<file path="config.mk">
export PLATFORM = sky130hd
export DESIGN_NAME = hazard_unit_mc
export DESIGN_NICKNAME = d
export VERILOG_FILES = /design/src/rtl/hazard_unit_mc.sv
export SDC_FILE = /design/constraint.sdc
export NUM_CORES = 1
export LEC_CHECK = 0
export ABC_AREA = 0
export BUFFER_PORTS_ARGS = -buffer_cell sky130_fd_sc_hd__buf_2
export CAP_MARGIN = 0
export CELL_PAD_IN_SITES_DETAIL_PLACEMENT = 2
export CELL_PAD_IN_SITES_GLOBAL_PLACEMENT = 2
export CORE_MARGIN = 2
export CORE_UTILIZATION = 22
export CTS_BUF_LIST = sky130_fd_sc_hd__clkbuf_4 sky130_fd_sc_hd__clkbuf_8 sky130_fd_sc_hd__clkbuf_16
export DETAILED_ROUTE_END_ITERATION = 7
export MAX_ROUTING_LAYER = met4
export PLACE_DENSITY = 0.81
export SLEW_MARGIN = 20
export SYNTH_ARGS = -nofsm -noshare
export SYNTH_HDL_FRONTEND = slang
export SYNTH_SLANG_ARGS = --single-unit
</file>
<file path="constraint.sdc">
create_clock -name clk_i -period 5.4 [get_ports clk_i]
set_input_delay 1.62 -clock clk_i [delete_from_list [all_inputs] [get_ports clk_i]]
set_output_delay 1.62 -clock clk_i [all_outputs]
set_load 0.05 [all_outputs]
</file>
<file path="src/rtl/hazard_unit_mc.sv">
// Hazard unit: load-use bubbles, branch flushes, multi-cycle memory freeze.
// Optional perf counters are enabled by defining HAZARD_PERF_EN.
module hazard_unit_mc #(
  parameter int REG_AW  = 5,
  parameter int MEM_LAT = 3,
  parameter int CNT_W   = 16
) (
  input  logic              clk_i,
  input  logic              rst_i,
  input  logic              MemRead_s3,
  input  logic [REG_AW-1:0] RegisterRt_s3,
  input  logic [REG_AW-1:0] RegisterRs,
  input  logic [REG_AW-1:0] RegisterRt,
  input  logic              mem_access_s4,
  input  logic              branch_s4,
  output logic              pc_stall,
  output logic              ID_stall,
  output logic              EX_stall,
  output logic              MEM_stall,
  output logic              IF_flush,
  output logic              ID_flush,
  output logic              EX_flush
`ifdef HAZARD_PERF_EN
  ,
  output logic [CNT_W-1:0]  stall_cnt_o,
  output logic [CNT_W-1:0]  flush_cnt_o
`endif
);

  localparam int CntW = $clog2(MEM_LAT) + 1;
  localparam bit LongMem = (MEM_LAT > 1);

  typedef enum logic [1:0] {
    IDLE    = 2'd0,
    WAIT    = 2'd1,
    RELEASE = 2'd2
  } stateE;

  stateE             state;
  logic [CntW-1:0]   cnt;
  logic              memTrigger;
  logic              freeze;
  logic              loadUse;

  // A new access only starts a freeze from IDLE; RELEASE ignores it.
  always_comb begin
    memTrigger = 1'b0;
    freeze     = 1'b0;
    if (state == IDLE) begin
      memTrigger = mem_access_s4 && LongMem;
    end
    freeze = memTrigger || (state == WAIT);
  end

  // Load in EX writing a register the ID instruction reads (r0 excluded).
  always_comb begin
    loadUse = 1'b0;
    if (MemRead_s3 && (RegisterRt_s3 != '0)) begin
      loadUse = (RegisterRt_s3 == RegisterRs) ||
                (RegisterRt_s3 == RegisterRt);
    end
  end

  // Memory-latency FSM: IDLE -> (WAIT) -> RELEASE -> IDLE.
  always_ff @(posedge clk_i or posedge rst_i) begin
    if (rst_i) begin
      state <= IDLE;
      cnt   <= '0;
    end else begin
      unique case (state)
        IDLE: begin
          if (memTrigger) begin
            if (MEM_LAT == 2) begin
              state <= RELEASE;
            end else begin
              state <= WAIT;
              cnt   <= CntW'(MEM_LAT - 2);
            end
          end
        end
        WAIT: begin
          cnt <= cnt - CntW'(1);
          if (cnt == CntW'(1)) begin
            state <= RELEASE;
          end
        end
        RELEASE: begin
          state <= IDLE;
        end
        default: begin
          state <= IDLE;
        end
      endcase
    end
  end

  // Priority: reset, freeze, branch flush, load-use bubble.
  always_comb begin
    pc_stall  = 1'b0;
    ID_stall  = 1'b0;
    EX_stall  = 1'b0;
    MEM_stall = 1'b0;
    IF_flush  = 1'b0;
    ID_flush  = 1'b0;
    EX_flush  = 1'b0;
    if (!rst_i) begin
      if (freeze) begin
        pc_stall  = 1'b1;
        ID_stall  = 1'b1;
        EX_stall  = 1'b1;
        MEM_stall = 1'b1;
      end else if (branch_s4) begin
        IF_flush = 1'b1;
        ID_flush = 1'b1;
        EX_flush = 1'b1;
      end else if (loadUse) begin
        pc_stall = 1'b1;
        ID_stall = 1'b1;
        ID_flush = 1'b1;
      end
    end
  end

`ifdef HAZARD_PERF_EN
  // Saturating counts of stalled and flushed cycles.
  always_ff @(posedge clk_i or posedge rst_i) begin
    if (rst_i) begin
      stall_cnt_o <= '0;
      flush_cnt_o <= '0;
    end else begin
      if (pc_stall && (stall_cnt_o != '1)) begin
        stall_cnt_o <= stall_cnt_o + CNT_W'(1);
      end
      if (IF_flush && (flush_cnt_o != '1)) begin
        flush_cnt_o <= flush_cnt_o + CNT_W'(1);
      end
    end
  end
`endif

endmodule

</file>
Word level (Yosys, flattened, before mapping)
Index checks and enable logic that the tools add are counted.
W data, S select, Z words.

cells by class
  mux-type cells = 19
  $add $sub $neg = 1
  reduce and logical (&&, ||, !) cells = 8
  equality and inequality tests = 6

operators with widths
  cell                   count
  $mux W1                14
  $eq A5 B5 Y1           2
  $pmux W3 S2            1
  $reduce_bool A5 Y1     1
  $mux W2                2
  $pmux W2 S2            1
  $reduce_and A2 Y1      2
  $eq A3 B1 Y1 const B   1
  $mux W3                1
  $sub A3 B1 Y3 const B  1
  $eq A2 B1 Y1 const B   1
  $logic_not A2 Y1       1
  $logic_or A1 B1 Y1     2
  $ne A2 B1 Y1 const B   1
  $ne A2 B2 Y1 const B   1
  $reduce_bool A2 Y1     1
  $logic_and A1 B1 Y1    1

word-level totals
  flip-flop bits (word level) = 5

Longest topological paths before layout
  depth after elaboration = 7
  mapped depth = 5

Worst setup path after synthesis
OpenSTA, ideal clock, no wires.

  kind = input to output
  start = in RegisterRt_s3[3]
  end = out pc_stall
  path buffers = 1
  required time = 3.780 ns
  cell stages on the path = 5
  slack = 0.560 ns
  arrival time = 3.220 ns
  path through = xor2_1 > nor3_1 > a22oi_1 > o22ai_1 > buf_4

between the ends
  cells in the longest elaborated chain, start to end = 7
  elaborated cells between the ends (all ways) = 10
  classes of those cells = eq/ne: 2; mux: 5; reduce/logical: 3

ends and longest elaborated chain
  item                                                              line    RTL
  from (decl)                                                       11      input logic [REG_AW-1:0] RegisterRt_s3,
  $eq A5 B5 Y1, or another cell as far along                        59      loadUse = (RegisterRt_s3 == RegisterRs) ||
  $logic_or A1 B1 Y1 / $logic_and A1 B1 Y1 (equally long branches)  59, 58
  $mux W1 *                                                         58      if (MemRead_s3 && (RegisterRt_s3 != '0)) begin
  $mux W1 * (4 in series)                                           -
  to (decl)                                                         16      output logic pc_stall,

Mark *: on every way between the ends. The rest lies on a longest branch, timed or not.

Final worst setup path
  start = in RegisterRt_s3[1]
  end = out ID_flush

between the ends
  cells in the longest elaborated chain, start to end = 7
  elaborated cells between the ends (all ways) = 10
  classes of those cells = eq/ne: 2; mux: 5; reduce/logical: 3

ends and longest elaborated chain
  item                                                              line    RTL
  $eq A5 B5 Y1, or another cell as far along                        59
  $logic_or A1 B1 Y1 / $logic_and A1 B1 Y1 (equally long branches)  59, 58
  $mux W1 *                                                         58
  $mux W1 *                                                         116     end else if (loadUse) begin
  $mux W1 *                                                         112     end else if (branch_s4) begin
  $mux W1 *                                                         107     if (freeze) begin
  $mux W1 *                                                         106     if (!rst_i) begin
  to (decl)                                                         21      output logic ID_flush,

Marked as above.

==> metrics <==
final core utilization about 33%; vias in the first global route around 500; Via density around 4.5; worst vdd ir between 0.0001 and 0.00015 V; max_cap viols 0; placed cells 97; syn nets slightly above 70; Crit path top cell by count buf_2; CTS-repair resized insts 0; Syn. warnings 0; Final Hold Fails 0; largest net degree at the start of global routing 9; worst-case clock buffer depth 2; Post-Syn Area per Cell slightly below 9 sq um; initial antenna violation count 0; placed instance area about 570 sq um; Worst path max stage delay ~0.53 ns; root buffer cell clkbuf_4; cell family with most CP delay simple AND/OR/NAND/NOR gates; clk_lat worst skew approximately 0.26 ns; number of port buffers 26; Pwr Density about 500 mW/mm^2; Clock Skews 0.006734 ns; H-tree levels 1; RSZ-0062 raised after global routing no; hold buffers post-CTS 0; GRT Util Overall between 10% and 20%; Syn Std Cell Area around 430 sq um; total leakage power 0.0003127 uW; multi-input logic area roughly 270 sq um; Core Area 0.001783 sq mm; die width around 48 um; critical path's slowest cell or4_1; worst slew pin tran about 0.24 ns; Inserted Clock Buffers 3; arrival time worst endpoint 2.85 ns; layout cells sized above 1 between 40% and 50%; Final Slew Violations 0; IO Pins 27; first-pass GRT wire length 2.249 mm; Die ar. 0.002314 sq mm; dominant synthesized flop cell dfrtp_1; DR iter-0 viols 2; CTS tree yes; routed vias 450; post-synthesis sequential area ratio just under 30%; first-pass iteration count of the detailed router 3; critical-path maximum fanout 3; FF/Latch Area roughly 130 sq um; Hold Path Class register to register; DPL Wire Length roughly 1.2 mm; Crit. End Element output port; Sink Count 5; flops & latches, synth 5; Final GP Congestion about 0.76; EDFF count, synth 0; CP startpoint kind input pin; FP Rows 15; fillers between 200 and 250; Buf/Inv on CP 2; crit-path cells buf_2, or4_1, o21ai_1, nand3b_1, o21bai_1, buf_2; gr ovfl total 0; final setup fails 0; Setup TNS Final 0 ns; Synth area leaders dfrtp_1, xor2_1, ha_1; DR WL/cell roughly 14 um; worst setup path class input pin to output port; diode count 0; share of the synthesized area in the top cell type around 30%; Final Critical Period between 4 and 5 ns; fin area approximately 600 sq um; DRT antenna net count 0; commonest cells after routing, fill and taps aside buf_2, xor2_1, dfrtp_1; area grow syn2layout 39.47%; Synth cell types 22; postcts setup bufs 0; Initial Utilization between 20% and 30%; commonest non-fill, non-tap cell in the layout buf_2; area leader, netlist dfrtp_1; final worst path period share about 83%; Rel. slew slack roughly 84%; asr flop ratio synth 100.0%; status finished, final reports clean; non-filler cells, final approximately 100; synthesized instance count 49; DRC 0; Required @ worst endpoint 3.78 ns; clock slew at reported path FFs 0.05 ns; Final nets a little under 100; Fmax about 220 MHz; routed wire length 1.458 mm; Die Ht between 40 and 50 um
[tightest hold or removal path, stage by stage, from the launching register on]
cell and delay, ns:
dfrtp_1 0.34, nand2_1 0.06, o21ai_0 0.07
[routing by layer]
metal  GRT usage [%]  wire length (um)  share of wire (%)  up-vias
li1                -                 -                  -      216
met1           14.22               528                 36      212
met2           28.53               815                 56       15
met3           3.704                49                3.4        7
met4           8.649                63                4.3        0
met5               -                 0                  0        -
[stage by stage]
stage	hold WS [ns]	setup WS, ns	power, uW
detailed placement	0.5019	0.9329	243.3
finish	0.5133	0.9334	299.2
global placement	0.4661	0.9887	231.5
floorplan	0.4498	0.5595	202.3
CTS	0.5226	0.9344	303.6
global route	0.5299	0.8704	320.3
[sequential cells by signal, summed over array words and instances, names as in the netlist]
signal / flops
cnt: 3
state: 2
[worst paths after layout]
kind | startpoint | endpoint | slack (ns) | cells past startpoint
setup / recovery | RegisterRt_s3[1] | ID_flush | 0.93 | 6
hold / removal | cnt[1] | cnt[1] | 0.51 | 2
setup reg to reg | cnt[0] | cnt[2] | 4.20 | 5
hold reg to reg | cnt[1] | cnt[1] | 0.51 | 2
max in group asynchronous | rst_i | cnt[1] | 3.89 | 2
min in group asynchronous | rst_i | state[0] | 1.30 | 2
[report_power, final]
part / internal, uW / switching, uW
Sequential: 56.5 / 18.1
Combinational: 56.3 / 115
Clock: 33.3 / 20.3
Total: 146 / 153
[synthesized netlist by cell type (2+ instances only)]
cell      n
xor2_1   10
dfrtp_1   5
inv_1     4
nor2_1    4
buf_4     3
nand2_1   3
ha_1      2
nor3_1    2
o21ai_0   2
o21ai_1   2
[final cells by class]
cell class	count	share of cell area, %
Multi-Input combinational cell	37	44.44
Timing Repair Buffer	26	21.80
Sequential cell	5	20.96
Tap cell	25	5.241
Clock buffer	4	5.031
Inverter	4	2.516
[cells by family after synthesis]
group / share of synthesized area (%)
compound gates: 17.55
xor+xnor: 20.47
fa+ha+maj: 5.847
buf+inv: 8.771
flops: 29.24
simple gates: 18.13
Note: power is estimated with default switching activity, not from simulation.
